--- src/rtl/kernel_sequencer.sv ---
// Sequences a 9-lane XNOR-popcount kernel over an arbitrary-length binary dot product.
// Latency: last beat cycle -> DRAIN -> result valid in the following cycle; a len=0 job reaches DONE one cycle after start.
// Backpressure: start accepted only in IDLE, chunks only in RUN; the result is held in DONE until res_ready_in.
// Optional busy-cycle counter is built when KSEQ_PERF_EN is defined.
module kernel_sequencer #(
  parameter int LEN_W = 12,
  parameter int ACC_W = 16
`ifdef KSEQ_PERF_EN
  , parameter int PERF_W = 16
`endif
) (
  input  logic              clk_in,
  input  logic              reset_in,
  input  logic              start_valid_in,
  output logic              start_ready_out,
  input  logic [LEN_W-1:0]  start_len_in,
  input  logic              in_valid_in,
  output logic              in_ready_out,
  input  logic [8:0]        in_act_in,
  input  logic [8:0]        in_wgt_in,
  output logic [8:0]        kern_act_out,
  output logic [8:0]        kern_wgt_out,
  output logic [3:0]        kern_skip_out,
  input  logic [4:0]        kern_psum_in,
  output logic              res_valid_out,
  input  logic              res_ready_in,
`ifdef KSEQ_PERF_EN
  output logic [PERF_W-1:0] busy_cycles_out,
`endif
  output logic [ACC_W-1:0]  res_data_out
);

  typedef enum logic [1:0] {
    IDLE  = 2'd0,
    RUN   = 2'd1,
    DRAIN = 2'd2,
    DONE  = 2'd3
  } state_t;

  state_t             state_q;
  state_t             state_d;
  logic [LEN_W-1:0]   rem_q;
  logic [LEN_W-1:0]   rem_d;
  logic [ACC_W-1:0]   acc_q;
  logic [ACC_W-1:0]   acc_d;
  logic               issue_d;
  logic               beat;
  logic               start_acc;
  logic               last_chunk;
  logic [8:0]         lane_mask;
  logic [ACC_W-1:0]   psum_ext;

  // The kernel psum is signed 5-bit; widen it to the accumulator width.
  assign psum_ext = {{(ACC_W-5){kern_psum_in[4]}}, kern_psum_in};

  // Next-state, datapath updates and all combinational outputs.
  always_comb begin
    state_d         = state_q;
    rem_d           = rem_q;
    acc_d           = acc_q;
    start_ready_out = (state_q == IDLE);
    in_ready_out    = (state_q == RUN);
    res_valid_out   = (state_q == DONE);
    res_data_out    = acc_q;
    beat            = in_valid_in && (state_q == RUN);
    start_acc       = start_valid_in && (state_q == IDLE);
    last_chunk      = (rem_q <= LEN_W'(9));
    kern_act_out    = '0;
    kern_wgt_out    = '0;
    kern_skip_out   = '0;

    // Lanes at or beyond the remaining bit count are padding. For rem > 9
    // every lane is below rem, so the mask is all-ones for full chunks.
    lane_mask = '0;
    for (int i = 0; i < 9; i++) begin
      lane_mask[i] = (LEN_W'(i) < rem_q);
    end

    // A psum issued last cycle belongs to this job (RUN or DRAIN).
    if (issue_d) begin
      acc_d = acc_q + psum_ext;
    end

    case (state_q)
      IDLE: begin
        if (start_acc) begin
          rem_d = start_len_in;
          acc_d = '0;
          if (start_len_in == '0) begin
            state_d = DONE;
          end else begin
            state_d = RUN;
          end
        end
      end
      RUN: begin
        if (beat) begin
          // Padded lanes are forced to act=0/wgt=0 so they count as matches;
          // the kernel subtracts them back out via skip.
          kern_act_out = in_act_in & lane_mask;
          kern_wgt_out = in_wgt_in & lane_mask;
          if (last_chunk) begin
            kern_skip_out = 4'd9 - rem_q[3:0];
            rem_d         = '0;
            state_d       = DRAIN;
          end else begin
            rem_d = rem_q - LEN_W'(9);
          end
        end
      end
      DRAIN: begin
        state_d = DONE;
      end
      DONE: begin
        if (res_ready_in) begin
          state_d = IDLE;
        end
      end
      default: begin
        state_d = IDLE;
      end
    endcase
  end

  // State register.
  always_ff @(posedge clk_in or negedge reset_in) begin
    if (!reset_in) begin
      state_q <= IDLE;
    end else begin
      state_q <= state_d;
    end
  end

  // Remaining length, accumulator and the one-cycle issue tracker that
  // lines accumulation up with the kernel's registered psum.
  always_ff @(posedge clk_in or negedge reset_in) begin
    if (!reset_in) begin
      rem_q   <= '0;
      acc_q   <= '0;
      issue_d <= 1'b0;
    end else begin
      rem_q   <= rem_d;
      acc_q   <= acc_d;
      issue_d <= beat;
    end
  end

`ifdef KSEQ_PERF_EN
  // Busy-cycle counter: cleared on start, counts RUN/DRAIN/DONE cycles,
  // saturates, and holds its value while idle.
  always_ff @(posedge clk_in or negedge reset_in) begin
    if (!reset_in) begin
      busy_cycles_out <= '0;
    end else if (start_acc) begin
      busy_cycles_out <= '0;
    end else if ((state_q != IDLE) && (busy_cycles_out != {PERF_W{1'b1}})) begin
      busy_cycles_out <= busy_cycles_out + 1'b1;
    end
  end
`endif

endmodule

--- config.mk ---
export PLATFORM = sky130hd
export DESIGN_NAME = kernel_sequencer
export DESIGN_NICKNAME = d
export VERILOG_FILES = /design/src/rtl/kernel_sequencer.sv
export SDC_FILE = /design/constraint.sdc
export NUM_CORES = 1
export LEC_CHECK = 0
export BUFFER_PORTS_ARGS = -buffer_cell sky130_fd_sc_hd__buf_4
export CORE_AREA = 2 2 92 94
export DETAILED_ROUTE_END_ITERATION = 7
export DIE_AREA = 0 0 94 96
export SYNTH_ARGS = -nofsm -noshare
export SYNTH_HDL_FRONTEND = slang
export SYNTH_SLANG_ARGS = --single-unit
--- constraint.sdc ---
create_clock -name clk_in -period 2.1 [get_ports clk_in]
set_clock_uncertainty 0.05 [all_clocks]
set_input_delay 0.42 -clock clk_in [delete_from_list [all_inputs] [get_ports clk_in]]
set_output_delay 0.42 -clock clk_in [all_outputs]
set_load 0.02 [all_outputs]
### Word-level counts from Yosys, hierarchy flattened

Cells that the tools add are included.

* add/sub/neg operators: 3
* magnitude comparators: 10
* equality and inequality tests: 7
* mux-type cells: 20
* bitwise operators: 2
* reduce and logical (&&, ||, !) cells: 7

Operators by type and width (number)
* $lt 3x12->1 const A: 4
* $mux 16: 3
* $mux 12: 3
* $mux 9: 4
* $lt 1x12->1 const A: 2
* $lt 2x12->1 const A: 2
* $pmux 12 s2: 1
* $and 9x9->9: 2
* $add 16x16->16: 1
* $le 12x4->1 const B: 1
* $logic_not 12->1: 1
* $lt 4x12->1 const A: 1
* $mux 4: 3
* $sub 12x4->12 const B: 1
* $mux 2: 5
* $ne 2x1->1 const B: 4
* $pmux 2 s4: 1
* $eq 2x2->1 const B: 2
* $reduce_and 4->1: 1
* $sub 4x4->4 const A: 1
* $reduce_and 3->1: 1
* $eq 2x1->1 const B: 1
* $logic_and 1x1->1: 2
* $logic_not 2->1: 1
* $reduce_bool 2->1: 1

* flip-flop bits (word level): 31
* bits of input ports: 40
* output and inout bits: 41

### Depth between registers and ports, before layout

Gate-level depths: netlist of run 1.

* word-level depth: 4
* mapped depth: 9
* depth with buffers taken out: 8

### Worst setup path before layout of run 1

No wires, ideal clock.

* kind: register to output
* start: reg state_q[1]
* end: out kern_act_out[3]
* arrival time: 1.828 ns
* data required time: 1.630 ns
* setup slack: -0.198 ns
* stages on the path, launching flop included: 6
* path buffers: 1
* cell sequence: dfrtp_1 inv_1 ha_1 clkbuf_1 nand2_1 nor3b_1

* word-level cells in the longest chain between the ends: 4

Ends and longest elaborated chain
* start: declaration: line 40 `state_t state_q;`
* start signal: assignment: line 130 `state_q <= state_d;`
* $eq 2x1->1 (*)
* via in_ready_out: line 18 `output logic in_ready_out,`
* $logic_and 1x1->1: line 65 `beat = in_valid_in && (state_q == RUN);`
* $mux 9: line 97 `if (beat) begin`
* $mux 9 (*): line 84 `case (state_q)`
* end: declaration: line 21 `output logic [8:0] kern_act_out,`

The timed path passes the listed nets; every way through them passes the cells marked *.

### Worst setup path after layout of run 1

* start: reg rem_q[7]
* end: out kern_act_out[4]

* word-level cells in the longest chain between the ends: 4

Ends and longest elaborated chain
* start: declaration: line 42 `logic [LEN_W-1:0] rem_q;`
* start signal: assignment: line 142 `rem_q <= rem_d;`
* $lt 3x12->1: line 76 `lane_mask[i] = (LEN_W'(i) < rem_q);`
* $and 9x9->9: line 100 `kern_act_out = in_act_in & lane_mask;`
* $mux 9: line 97
* $mux 9: line 84

Every way passes these cells.

==> summary.md, run 1 <==
| Metric | Value |
|---|---|
| Status | `finished, violations left` |
| Failing checks | `hold timing, setup timing` |
| Most numerous cell in the Yosys netlist | `nor2_1` |
| Final worst slack | `-267 ps` |
| Finished Cell Area | `around 4300 um2` |
| Commonest cells post-synth | `nor2_1, nand2_1, dfrtp_1` |
| Fin crit period | `2370 ps` |
| Synthesized instance count | `334` |
| Final wirelength | `between 8 and 9 mm` |
| Dpl hpwl | `between 6 and 7 mm` |
| Dpl cell area | `3880 um2` |
| Worst vdd ir | `0.624 mV` |
| DRC | `0` |
| Synthesized flop and latch total | `31` |
| EDFF count, synth | `0` |
| Worst Hold Slack | `-0.381 ps` |
| Multi-input logic area | `~2100 um2` |
| Post-route insts no fill | `580` |
| Kind of critical path | `reg -> out` |
| Largest net degree at the start of global routing | `32` |
| Post-synthesis async set-or-reset flop share | `100%` |
| Initial Util | `approximately 34%` |
| Vias in the first global route | `about 3000` |
| Final core occ | `roughly 54%` |
| Unique cell type count in the Yosys netlist | `57` |
| RSZ-0062 raised after global routing | `true` |
| CP cell instances | `nor4_4, nand2_2, or2_4, o21ai_1, nor2_2, buf_4` |
| Final setup fails | `20` |
| Clock tree from TritonCTS | `built` |
| Pre-antenna DRT Iters | `4` |
| Avg Inst Size Synth | `around 8.2 um2` |
| CP Data Required Time | `roughly 1600 ps` |
| Die width | `~94 um` |
| Final period util | `113%` |
| Vias per cell | `5.11` |
| Crit-path max FO | `4` |
| LEAKAGE | `around 2 nW` |
| Die Ht | `approximately 96 um` |
| Fmax | `423 MHz` |
| CP endpoint kind | `primary output` |
| Proportion of layout cells with a drive suffix above 1 | `between 40% and 50%` |
| Final net count | `approximately 540` |
| Critical-path top delay cell | `dfrtp_1` |
| Slew Limit Headroom | `71.7%` |
| FILL cells | `769` |
| Grt total ovfl | `0` |
| Total power | `roughly 6.3 mW` |
| Maximum clock insertion buffer count | `2` |
| GPL Wtd Cong | `a little under 0.9` |
| Top-area cell type share of the netlist area | `28.4%` |
| Cell family with most CP delay | `simple AND/OR/NAND/NOR gates` |
| Site Rows | `33` |
| Max Cap Viol | `0` |
| Final Slew Violations | `0` |
| GRT Total Usage | `between 10% and 20%` |
| H-tree levels | `2` |
| Clk sinks | `31` |
| Worst-Margin Slew | `about 420 ps` |
| Dominant cells by area after synthesis | `dfrtp_1, ha_1, a21oi_1` |
| Post-route ant nets | `0` |
| Setup tns final | `-3880 ps` |
| WL/cell | `approximately 14 um` |
| Die area | `around 9000 um2` |
| Power per cell area | `approximately 1500 nW/um2` |
| Area of the core | `roughly 8100 um2` |
| Antenna violations before repair | `0` |
| Num CTS Buffers | `5` |
| DP Cell Count | `564` |
| Critical path arrival | `about 1900 ps` |
| CP Buf/Inv Count | `1` |
| Primary FF master, synth | `dfrtp_1` |
| IO Pins | `slightly above 80` |
| Area growth syn-to-layout | `58.9%` |
| Reg area | `~780 um2` |
| Clock slew at reported path FFs | `approximately 70 ps` |
| Sequential area share after synthesis | `28.4%` |
| Hold Fails Final Rpt | `2` |
| Initial drt markers | `73` |
| Synth Warn # | `0` |
| Synthesized area | `roughly 2700 um2` |
| Clk_lat worst skew | `just under 300 ps` |
| CTS root buf | `clkbuf_8` |
| # diodes | `0` |
| CP peak stage delay | `between 400 and 500 ps` |
| Area leader, netlist | `dfrtp_1` |
| I/O Buffers | `80` |
| Routed vias | `2961` |
| Crit path launch type | `register` |
| Post-Syn Nets | `around 400` |
| Hold WC Path Type | `in -> async` |
| Global-route wire length before repair | `13.8 mm` |
[state kept, by name, indices dropped and copies added, names as in the netlist]
name          count
state_q           2
res_data_out     16
issue_d           1
rem_q            12
[final cells by class]
type	count	area share, %
multi-input cells	274	48.9
inverters	16	1.39
clock buffers	8	2.31
repair buffers	146	26.4
well taps	105	3.03
flip-flops and latches	31	18.0
[metrics by stage]
stage                     setup slack (ps)  hold WS, ps
after global routing                  -392         39.9
after detailed placement              -280          343
after global placement                -207          336
after floorplan                      -19.3         74.4
after CTS                             -281         25.4
final                                 -267       -0.381
[cells by family after synthesis]
logic type      count (synthesis)  synth area share (%)
xor+xnor                        9                  2.89
simple gates                  127                  23.6
fa+ha+maj                      25                  11.7
flops                          31                  28.4
compound gates                105                  25.0
buf+inv                        29                  5.37
mux                             8                  2.94
[layer usage]
metal  vias to the layer above  global-route usage (%)  part of all wire, %
met5                         -                       0                    0
met4                         0                    5.31                  1.6
met3                        15                    3.52                  3.6
met2                        64                    35.7                   53
met1                      1397                    22.4                   42
li1                       1485                       -                    -
[worst paths after layout]
path | slack [ps] | startpoint | end | cells after the start
max | -270 | rem_q[7]$_DFFE_PN0P_ | kern_act_out[4] | 6
min | -0.4 | reset_in | res_data_out[1]$_DFF_PN0_ | 1
max reg2reg | 70 | res_data_out[0]$_DFF_PN0_ | res_data_out[14]$_DFF_PN0_ | 8
min reg2reg | 500 | res_data_out[15]$_DFF_PN0_ | res_data_out[15]$_DFF_PN0_ | 2
max in group asynchronous | 1660 | reset_in | res_data_out[0]$_DFF_PN0_ | 1
min in group clk_in | 340 | start_len_in[10] | rem_q[10]$_DFFE_PN0P_ | 2
[cells in the final DEF, fill, tap and decap left out, types with 7 or more instances in the layout]
cell type  Yosys  final
dfrtp_1       31     28
o21ai_0       22     19
and2_1        13      9
o21ai_1        6      8
nor2_1        36     28
clkbuf_8       3      7
a21oi_1       29     24
buf_6          0     13
mux2i_1        8      8
buf_4          2    133
nand2_1       33     29
inv_1         15     13
ha_1          24     18
[report_power, final]
part	switching, mW	internal, mW	total [mW]
Clock	0.249	0.300	0.549
Combinational	2.36	2.21	4.56
Sequential	0.309	0.887	1.20
[repair_timing]
item | in CTS | in global routing
buffers inserted | 6 | 3
hold buffers | 0 | 0
gates resized for setup | 30 | 34
setup endpoints to repair | 25 | 40
pin swaps | 10 | 17
endpoints found under the hold margin | 0 | 0
cloned | 0 | 0
No activity file was read; power rests on OpenSTA's default activity.
==> run 2: changes to the inputs <==
Settings changed: TNS_END_PERCENT from default to 30.
==> summary.md, run 2 (synthesis gave the netlist of run 1 again) <==
| Metric | Value |
|---|---|
| Clock slew at reported path FFs | `80 ps (was 70 ps)` |
| Area of the core | `8050 um2 (unchanged)` |
| Failing checks | `setup timing (was hold timing, setup timing)` |
| Maximum clock insertion buffer count | `2 (unchanged)` |
| CTS root buf | `clkbuf_8 (unchanged)` |
| Proportion of layout cells with a drive suffix above 1 | `44.1% (was 45.9%)` |
| Worst Hold Slack | `8.77 ps (was -0.381 ps)` |
| CP cell instances | `nor4_4, nand2_2, or2_4, nor2_4, buf_4, nor3b_2, buf_4 (was nor4_4, nand2_2, or2_4, o21ai_1, nor2_2, buf_4)` |
| Clk_lat worst skew | `290 ps (about the same)` |
| Final worst slack | `-285 ps (was -267 ps)` |
| Worst-Margin Slew | `425 ps (was 424 ps)` |
| Largest register FFs | `16 (unchanged)` |
| Crit path launch type | `register (unchanged)` |
| Pre-CTS setup slack | `-255 ps (was -280 ps)` |
| Area growth syn-to-layout | `56.1% (was 58.9%)` |
| Status | `finished, violations left (unchanged)` |
| Max Cap Viol | `0 (unchanged)` |
| Hold WC Path Type | `in -> async (unchanged)` |
| Largest net degree at the start of global routing | `32 (unchanged)` |
| CP Data Required Time | `1630 ps (about the same)` |
| Fmax | `419 MHz (was 423 MHz)` |
| Reg2reg start | `res_data_out[2]$_DFF_PN0_ (was res_data_out[0]$_DFF_PN0_)` |
| IO Pins | `81 (unchanged)` |
| Num CTS Buffers | `5 (unchanged)` |
| H-tree levels | `2 (unchanged)` |
| CP peak stage delay | `410 ps (about the same)` |
| Slew Limit Headroom | `71.7% (about the same)` |
| Setup tns final | `-4540 ps (was -3880 ps)` |
| Final Slew Violations | `0 (unchanged)` |
| Initial drt markers | `61 (was 73)` |
| Cts hold-fix bufs | `0 (unchanged)` |
| Final wirelength | `8.14 mm (was 8.25 mm)` |
| LEAKAGE | `1.98 nW (was 1.99 nW)` |
| Commonest non-fill, non-tap cell in the layout | `buf_4 (unchanged)` |
| Pre-antenna DRT Iters | `4 (unchanged)` |
| Post-route ant nets | `0 (unchanged)` |
| Die width | `94 um (unchanged)` |
| Crit path launch | `rem_q[4]$_DFFE_PN0P_ (was rem_q[7]$_DFFE_PN0P_)` |
| Dpl hpwl | `6.41 mm (was 6.20 mm)` |
| Die Ht | `96 um (unchanged)` |
| Routed vias | `2972 (was 2961)` |
| Hold Fails Final Rpt | `0 (was 2)` |
| I/O Buffers | `80 (unchanged)` |
| GRT Total Usage | `18.5% (was 19.1%)` |
| Antenna violations before repair | `0 (unchanged)` |
| Grt total ovfl | `0 (unchanged)` |
| Crit-path max FO | `4 (unchanged)` |
| Power per cell area | `1460 nW/um2 (about the same)` |
| Fin crit period | `2380 ps (was 2370 ps)` |
| Final setup fails | `22 (was 20)` |
| Critical path arrival | `1910 ps (was 1900 ps)` |
| Global-route wire length before repair | `13.4 mm (was 13.8 mm)` |
| RSZ-0062 raised after global routing | `true (unchanged)` |
| Site Rows | `33 (unchanged)` |
| FILL cells | `761 (was 769)` |
| Die area | `9020 um2 (unchanged)` |
| Initial Util | `33.9% (unchanged)` |
| GPL Wtd Cong | `0.900 (was 0.882)` |
| Vias per cell | `5.13 (was 5.11)` |
| Vias in the first global route | `3010 (was 3026)` |
| Clk sinks | `31 (unchanged)` |
| Clock tree from TritonCTS | `built (unchanged)` |
| Kind of critical path | `reg -> out (unchanged)` |
| CP endpoint kind | `primary output (unchanged)` |
| Final core occ | `52.9% (was 53.8%)` |
| Worst vdd ir | `0.717 mV (was 0.624 mV)` |
| Critical-path top delay cell | `dfrtp_1 (unchanged)` |
| Most used cell, CP | `buf_4` |
| Final net count | `538 (was 539)` |
| Final period util | `114% (was 113%)` |
| DRC | `0 (unchanged)` |
| # diodes | `0 (unchanged)` |
| Most frequent cells in the layout | `buf_4, nand2_1, nor2_1, dfrtp_1, a21oi_1 (unchanged)` |
| WL/cell | `14.1 um (was 14.2 um)` |
[run 2: cell types whose count changed in the layout (fill, tap and decap cells not counted), sizes merged]
cell | previous run | this run
buf | 146 | 145
bufinv | 0 | 1
clkbuf | 8 | 6
clkinv | 1 | 2
[run 2: layout make-up]
class	instances	area (um2)	share of cell area [%]
multi-input cells	274	2020	47.3
inverters	16	60.1	1.41
repair buffers	145	1150	27.1
well taps	105	131	3.09
flip-flops and latches	31	779	18.3
clock buffers	6	82.6	1.94
clock inverters	2	35.0	0.823
[run 2: what timing repair did]
item	in CTS	in global routing
resized for setup	19	31
pin swaps	6	22
setup endpoints to repair	26	34
gates cloned	0	0
buffers inserted	1	2
[run 2: per-layer routing]
metal	routed length [um]	global-route usage (%)	vias to the layer above	share of wire [%]
met4	107	4.95	0	1.3
met2	4290	33.6	85	53
met1	3360	22.5	1394	41
li1	-	-	1482	-
met5	0	0	-	0
met3	384	3.05	11	4.7
[run 2: worst paths after layout]
path                                              endpoint  slack (ps)  cells past startpoint
worst max-delay path                       kern_act_out[3]        -280                      7
worst min-delay path             res_data_out[9]$_DFF_PN0_           9                      1
worst max register to register  res_data_out[15]$_DFF_PN0_          50                      7
worst min register to register  res_data_out[15]$_DFF_PN0_         500                      2
max in group asynchronous        res_data_out[0]$_DFF_PN0_        1660                      1
min in group clk_in                   rem_q[7]$_DFFE_PN0P_         350                      3
[run 2: power by group]
group	switching (mW)	internal (mW)	total (mW)
clock network	0.256	0.384	0.640
registers	0.275	0.887	1.16
logic	2.29	2.12	4.40
[run 2: metrics by stage]
stage               power, mW  instance area [um2]  instances
floorplan                3.70                 2800        334
global placement         5.25                 3930        569
detailed placement       5.33                 3930        569
CTS                      6.12                 4140        578
global route             6.77                 4260        579
finish                   6.21                 4260        579
[run 2: critical path, delay by kind of cell (launching register included)]
family | cells | cell delay (ps)
buffers and inverters | 2 | 310
flip-flops | 1 | 410
AND/OR/NAND/NOR | 5 | 930
